File: config.mk
export PLATFORM = sky130hd
export DESIGN_NAME = fifo_stream_reader
export DESIGN_NICKNAME = d
export VERILOG_FILES = /design/src/rtl/fifo_stream_reader.sv
export SDC_FILE = /design/constraint.sdc
export NUM_CORES = 1
export LEC_CHECK = 0
export CORE_UTILIZATION = 25
export CTS_BUF_LIST = sky130_fd_sc_hd__clkbuf_8
export DETAILED_ROUTE_END_ITERATION = 7
export PLACE_DENSITY = 0.44
export SYNTH_ARGS = -nofsm -noshare
export SYNTH_HDL_FRONTEND = slang
export SYNTH_SLANG_ARGS = --single-unit
File: constraint.sdc
create_clock -name RCLOCK -period 2.8 [get_ports RCLOCK]
set_clock_uncertainty 0.1 [all_clocks]
set_input_delay 0.28 -clock RCLOCK [delete_from_list [all_inputs] [get_ports RCLOCK]]
set_output_delay 0.28 -clock RCLOCK [all_outputs]
set_load 0.02 [all_outputs]
File: src/rtl/fifo_stream_reader.sv
// fifo_stream_reader: drains a non-FWFT FIFO into a valid/ready stream.
// Reads are issued against a credit of free buffer slots, tracked across the
// FIFO's fixed read latency, and landed in a small circular buffer. OUT_LAST
// marks every PKT_LEN-th accepted word.
module fifo_stream_reader #(
  parameter int DWIDTH     = 32,
  parameter int RD_LATENCY = 1,
  parameter int BUF_DEPTH  = 4,
  parameter int PKT_LEN    = 1024
) (
  input  logic              RCLOCK,
  input  logic              RRESET_N,
  input  logic              ENABLE,
  input  logic              EMPTY,
  input  logic [DWIDTH-1:0] Q,
  output logic              RE,
  output logic [DWIDTH-1:0] OUT_DATA,
  output logic              OUT_VALID,
  input  logic              OUT_READY,
  output logic              OUT_LAST,
  output logic              PKT_DONE
);

  localparam int PW = $clog2(BUF_DEPTH);
  // Wide enough to hold buf_cnt + inflight without wrapping.
  localparam int CW = $clog2(BUF_DEPTH + RD_LATENCY + 1) + 1;
  localparam logic [CW-1:0] DEPTH_C  = CW'(BUF_DEPTH);
  localparam logic [15:0]   LAST_IDX = 16'(PKT_LEN - 1);

  logic [RD_LATENCY-1:0]            inflight;
  logic [CW-1:0]                    inflight_cnt;
  logic [CW-1:0]                    buf_cnt;
  logic [CW-1:0]                    credit;
  logic [BUF_DEPTH-1:0][DWIDTH-1:0] buf_mem;
  logic [PW-1:0]                    wr_ptr;
  logic [PW-1:0]                    rd_ptr;
  logic [15:0]                      wcnt;
  logic                             capture;
  logic                             accept;

  // Outstanding reads = popcount of the in-flight shift register.
  always_comb begin
    inflight_cnt = '0;
    for (int i = 0; i < RD_LATENCY; i++)
      inflight_cnt = inflight_cnt + CW'(inflight[i]);
  end

  // A read is only issued when a slot is reserved for its landing word.
  assign credit    = buf_cnt + inflight_cnt;
  assign RE        = ENABLE & ~EMPTY & (credit < DEPTH_C) & RRESET_N;
  assign capture   = inflight[RD_LATENCY-1];
  assign OUT_VALID = (buf_cnt != '0);
  assign OUT_DATA  = buf_mem[rd_ptr];
  assign OUT_LAST  = OUT_VALID & (wcnt == LAST_IDX);
  assign accept    = OUT_VALID & OUT_READY;

  // In-flight tracker: issued read bit walks RD_LATENCY stages to capture.
  always_ff @(posedge RCLOCK or negedge RRESET_N) begin
    if (!RRESET_N) begin
      inflight <= '0;
    end else begin
      inflight[0] <= RE;
      for (int i = 1; i < RD_LATENCY; i++)
        inflight[i] <= inflight[i-1];
    end
  end

  // Circular buffer: capture from Q at wr_ptr, present rd_ptr, count occupancy.
  always_ff @(posedge RCLOCK or negedge RRESET_N) begin
    if (!RRESET_N) begin
      buf_mem <= '0;
      wr_ptr  <= '0;
      rd_ptr  <= '0;
      buf_cnt <= '0;
    end else begin
      if (capture) begin
        buf_mem[wr_ptr] <= Q;
        wr_ptr          <= wr_ptr + PW'(1);
      end
      if (accept)
        rd_ptr <= rd_ptr + PW'(1);
      case ({capture, accept})
        2'b10:   buf_cnt <= buf_cnt + CW'(1);
        2'b01:   buf_cnt <= buf_cnt - CW'(1);
        default: buf_cnt <= buf_cnt;
      endcase
    end
  end

  // Packet framing: word counter wraps at PKT_LEN, done pulses after last accept.
  always_ff @(posedge RCLOCK or negedge RRESET_N) begin
    if (!RRESET_N) begin
      wcnt     <= '0;
      PKT_DONE <= 1'b0;
    end else begin
      if (accept)
        wcnt <= (wcnt == LAST_IDX) ? 16'd0 : wcnt + 16'd1;
      PKT_DONE <= accept & OUT_LAST;
    end
  end

  // A landing word must always find a free slot.
  a_no_overrun: assert property (@(posedge RCLOCK) disable iff (!RRESET_N)
    capture |-> (buf_cnt < DEPTH_C));

endmodule

==> results_dict.tcl, run 1 <==
set metrics [dict create \
    die_h_um 167 \
    syn-instance-count 446 \
    hpwlAfterDp_mm 9.53 \
    fillers 2683 \
    finalHoldViolCount 0 \
    yosysSeqAreaShare 0.563 \
    yosys-top-cells-count "dfrtp_1 (154), mux2_2 (129), mux4_2 (32)" \
    pin_count 73 \
    hold-worst-slack_ns 0.257 \
    synth.distinct_cells 29 \
    grt_util_all_layers 0.116 \
    tightest_slew_ns 0.674 \
    htreeDepth 4 \
    path_max_fanout 27 \
    seqCellArea_um2 3860 \
    grt_pass1_vias 4435 \
    rrSetupSlack_ns 0.43 \
    p_int_uw 6480 \
    synthSimpleGateAreaFrac 0.0464 \
    stdcell_area_um2 8500 \
    die_x_um 167 \
    synth-warning-count 0 \
    antenna_left 0 \
    cts_tree "done" \
    numCtsBuffers 17 \
    synth.area.top_cells "dfrtp_1 (56%), mux2_2 (21%), mux4_2 (11%)" \
    r2r-start "buf_cnt[1]" \
    drc 0 \
    critical_path_class "reg -> out" \
    grt.overflow.total 0 \
    synth_seq_cells 154 \
    min_to "capture" \
    rsz0062_at_grt "false" \
    max_stage_delay_ns 0.60 \
    synth_compound_gate_area_share 0.00987 \
    swShare 0.323 \
    synthMuxAreaShare 0.318 \
    drive_gt1_frac 0.401 \
    start_util 0.255 \
    whs_path_depth 3 \
    hold_path_class "in -> reg" \
    p_comb_frac 0.412 \
    power_density_nw_per_um2 1130 \
    seqPwrFrac 0.393 \
    crit_path_end_kind "output pin" \
    drv_slew 0 \
    crit_path_start_kind "flop" \
    utilization 0.316 \
    worstPathCellList "buf_12, mux4_2, clkdlybuf4s50_1" \
    clk_latency_ns 0.46 \
    synth_edf_count 0 \
    vias_per_cell 4.53 \
    nets 570 \
    finalPower_uw 9580 \
    dieArea_um2 28000 \
    insertedDiodeCount 0 \
    drv_cap 0 \
    grt_max_degree 123 \
    drt_first_iter_violations 153 \
    via_count 3984 \
    cts_sinks 154 \
    synthXorXnorAreaFrac 0.0269 \
    r2r-end "buf_cnt[2]" \
    grt_pass1_wl_mm 24.6 \
    yosys.area.top_type "dfrtp_1" \
    p_clk_frac 0.195 \
    reg2reg_depth 9 \
    globalplace.congestion 0.721 \
    placed_area_um2 8050 \
    status "complete, no violations" \
    fin_crit_ns 2.63 \
    syn_to_final_growth_pct 24.2 \
    post_cts_buffers 0 \
    slew-limit-headroom 0.550 \
    period_share 0.941 \
    tns_ns 0 \
    cts-root-buf "clkbuf_8" \
    ys.flop_type "dfrtp_1" \
    dr.pass1.iters 4 \
    synthArstFlopShare 1.00 \
    synth_nets 491 \
    finalSetupViolCount 0 \
    avgSynthCellArea_um2 15.3 \
    antenna_found_initial 1 \
    clk_pin_slew_ns 0.09 \
    required_ns 2.42 \
    cpMaxStageDelayCell "clkdlybuf4s50_1" \
    synth_fa_ha_area_frac 0.0146 \
    arrival_ns 2.25 \
    switching_power_uw 3090 \
    synth_top_family_by_area "multiplexers" \
    netlist.area_leader.share 0.563 \
    multi_input_area_um2 2860 \
    routed_wl_mm 15.2 \
    hold_start "ENABLE" \
    yosysMostFrequentCell "dfrtp_1" \
    worstSetupStartpoint "rd_ptr[0]" \
    core_um2 26900 \
    io_buffers 72 \
    wl_per_cell_um 17.3 \
    maxClockFrequency_mhz 380 \
    p_leak_uw 0.00344 \
    syn_area_um2 6840 \
    ir_worst_vdd_v 0.000403 \
    clk_path_buf_depth 2 \
    rows 60 \
]
-- power by group through the flow --
stage | logic [uW] | registers, uW | clock network [uW]
floorplan | 2800 | 3570 | 0
global placement | 3940 | 3740 | 0
detailed placement | 4010 | 3820 | 0
CTS | 4020 | 3780 | 1950
global route | 4220 | 3900 | 2040
finish | 3940 | 3770 | 1870
-- repair_timing --
| item | CTS | global route |
|---|---|---|
| setup endpoints to repair | 1 | 1 |
| endpoints found under the hold margin | 122 | 0 |
| hold buffers | 1 | 0 |
| gates cloned | 0 | 0 |
| gates resized for setup | 3 | 1 |
-- state kept, by name, summed over array words and instances, names as in the netlist --
| register | cells |
|---|---|
| buf_mem | 128 |
| wcnt | 16 |
| buf_cnt | 4 |
| rd_ptr | 2 |
| wr_ptr | 2 |
| PKT_DONE | 1 |
| capture | 1 |
-- cell usage in the layout, fill, tap and decap left out, types with 2 or more instances in the layout --
cell	count
dfrtp_1	151
mux2_2	129
clkdlybuf4s50_1	70
mux4_2	32
clkbuf_8	17
nand2_1	16
xnor2_1	15
nor2_1	14
nand3_1	9
ha_1	8
inv_1	7
buf_12	7
xor2_1	6
o21ai_0	6
nor3_1	4
nand2_2	4
bufinv_16	4
clkinvlp_4	4
buf_4	4
a21oi_1	3
dfrtp_2	3
nor4_1	2
nand4_1	2
nand2b_1	2
clkinv_4	2
-- per-layer routing --
layer,track usage,part of all wire
met3,0.0284,0.035
met5,0,0
met4,0.0383,0.011
met2,0.196,0.50
met1,0.146,0.46
-- logic make-up after synthesis --
| kind of cell | after synthesis |
|---|---|
| flip-flops | 154 |
| multiplexers | 161 |
| buffers and inverters | 29 |
| AND/OR/NAND/NOR | 62 |
| adder cells (fa/ha/maj) | 8 |
| XOR/XNOR | 21 |
| AO/OA/AOI/OAI | 11 |
-- critical path: cells and delay by family (launching register included) --
| family | cells | cell delay (ns) |
|---|---|---|
| buffers and inverters | 2 | 0.86 |
| muxes | 1 | 0.54 |
| DFF | 1 | 0.39 |
-- per-stage QoR --
| step | cells | worst slack (ns) |
|---|---|---|
| final | 879 | 0.166 |
| after global routing | 879 | 0.0464 |
| after CTS | 879 | 0.0759 |
| after detailed placement | 846 | 0.309 |
| after global placement | 846 | 0.353 |
| after floorplan | 446 | 0.501 |
-- worst max-delay path by stage --
stage | slack (ns) | to | cells after the start
after floorplan | 0.50 | buf_cnt[2] | 10
after global placement | 0.35 | OUT_LAST | 5
after detailed placement | 0.31 | OUT_LAST | 5
after CTS | 0.08 | RE | 5
after global routing | 0.05 | OUT_DATA[31] | 3
final | 0.17 | OUT_DATA[0] | 3
-- area by class of cell --
| type | count | area share |
|---|---|---|
| Multi-Input combinational cell | 263 | 0.337 |
| Tap cell | 341 | 0.0502 |
| Inverter | 5 | 0.00221 |
| Timing Repair Buffer | 84 | 0.106 |
| Sequential cell | 154 | 0.454 |
| Clock buffer | 17 | 0.0275 |
| Clock inverter | 15 | 0.0235 |
Power figures use the tool's default switching activity.
==> run 2, diff against run 1 <==
CELL_PAD_IN_SITES_DETAIL_PLACEMENT = 0   (was default)
CELL_PAD_IN_SITES_GLOBAL_PLACEMENT = 2   (was default)
PLACE_DENSITY = 0.55   (was 0.44)
==> results_dict.tcl, run 2 (same netlist as run 1, synthesis figures left out) <==
set metrics [dict create \
    status "complete, no violations" \
    start_util 0.255 \
    final_common_cell "dfrtp_1" \
    nets 576 \
    tightest_slew_ns 0.687 \
    finalPower_uw 9600 \
    drv_cap 0 \
    clk_latency_ns 0.45 \
    htreeDepth 4 \
    finalHoldViolCount 0 \
    finalSetupViolCount 0 \
    grt_max_degree 124 \
    use_met1 0.157 \
    grt_pass1_wl_mm 25.0 \
    fillers 2668 \
    regMostFlops "buf_mem" \
    top_regs "buf_mem (128), wcnt (16), buf_cnt (4)" \
    rows 60 \
    arrival_ns 2.33 \
    routed_wl_mm 15.7 \
    largest_register_ff_count 128 \
    place_ws_ns 0.426 \
    critical_path_class "reg -> out" \
    r2r-start "buf_cnt[0]" \
    power_density_nw_per_um2 1130 \
    slew-limit-headroom 0.542 \
    hold_start "wcnt[15]" \
    p_leak_uw 0.00346 \
    period_share 0.966 \
    cts_sinks 154 \
    placed_area_um2 8050 \
    hpwlAfterDp_mm 9.84 \
    globalplace.congestion 0.675 \
    clk_path_buf_depth 2 \
    required_ns 2.42 \
    syn_to_final_growth_pct 24.3 \
    grt.overflow.total 0 \
    core_um2 26900 \
    rsz0062_at_grt "false" \
    cts-root-buf "clkbuf_8" \
    grt_pass1_vias 4373 \
    tns_ns 0 \
    crit_path_end_kind "output pin" \
    vias_per_cell 4.46 \
    utilization 0.317 \
    final_cell_mix "dfrtp_1 (150), mux2_2 (129), clkdlybuf4s50_1 (70), mux4_2 (32), clkbuf_8 (18)" \
    worstSetupStartpoint "rd_ptr[0]" \
    stdcell_area_um2 8510 \
    grt.busiest_layer "met2" \
    die_x_um 167 \
    io_buffers 72 \
    drc 0 \
    clk_pin_slew_ns 0.08 \
    worst_slack_ns 0.0949 \
    cts_tree "done" \
    grt_use_met3 0.0300 \
    path_max_fanout 19 \
    dieArea_um2 28000 \
    whs_path_depth 1 \
    drive_gt1_frac 0.410 \
    antenna_left 0 \
    via_count 3950 \
    drv_slew 0 \
    crit_path_start_kind "flop" \
    grt_util_all_layers 0.119 \
    numCtsBuffers 17 \
    pin_count 73 \
    insertedDiodeCount 0 \
    grtUsageMet2 0.194 \
    antenna_found_initial 0 \
    hold_path_class "reg -> reg" \
    fin_crit_ns 2.71 \
    die_h_um 167 \
    maxClockFrequency_mhz 370 \
    ir_worst_vdd_v 0.000313 \
    dr.pass1.iters 4 \
    wl_per_cell_um 17.7 \
    drt_first_iter_violations 98 \
    reg2reg_depth 9 \
]
## run 2: through the flow
stage          hold WS (ns)  instances
6_report              0.391        885
5_1_grt               0.374        885
4_1_cts               0.368        885
3_5_place_dp          0.378        850
3_3_place_gp          0.381        850
2_1_floorplan        -0.116        446
## run 2: layout make-up
type / count / area [um^2] / area share
clock buffer: 18 / 248 / 0.0291
clock inverter: 14 / 173 / 0.0203
inverter: 5 / 18.8 / 0.00221
multi-input combinational: 263 / 2860 / 0.336
sequential: 154 / 3860 / 0.454
tap: 341 / 427 / 0.0501
timing repair buffer: 90 / 925 / 0.109
## run 2: worst paths after layout
path | endpoint | slack [ns]
max reg2reg | buf_cnt[2] | 0.47
max | OUT_DATA[31] | 0.09
min in group asynchronous | buf_mem[113] | 0.45
min | wcnt[15] | 0.39
max in group asynchronous | capture | 1.24
min reg2reg | wcnt[15] | 0.39
## run 2: repair_timing
| action | CTS | global route |
|---|---|---|
| buffers inserted | 2 | 0 |
| hold buffers | 1 | 0 |
| hold endpoints to repair | 122 | 0 |
| resized for setup | 3 | 2 |
| endpoints found under the setup margin | 25 | 2 |
## run 2: power by group
group          switching [uW]  leakage (uW)  total (uW)  internal, uW
logic                    1670       0.00143        4000          2340
registers                 576       0.00182        3790          3210
clock network             897      0.000202        1810           911
total                    3140       0.00346        9600          6460
## run 2: critical path: stages, from the launching register on
cell and delay, ns:
dfrtp_4 0.50, buf_12 0.24, mux4_2 0.58, clkdlybuf4s50_1 0.56
## run 2: layer usage
metal / vias to the layer above / share of wire / wire, um
li1: 1783 / - / -
met1: 2095 / 0.48 / 7510
met2: 60 / 0.48 / 7500
met3: 12 / 0.033 / 509
met4: 0 / 0.0088 / 138
met5: - / 0 / 0
==> run 3, diff against run 2 <==
CTS_CLUSTER_SIZE = 10   (was default)
==> results of run 3 <==
Final layout, timing and power as in run 2 (identical DEF).
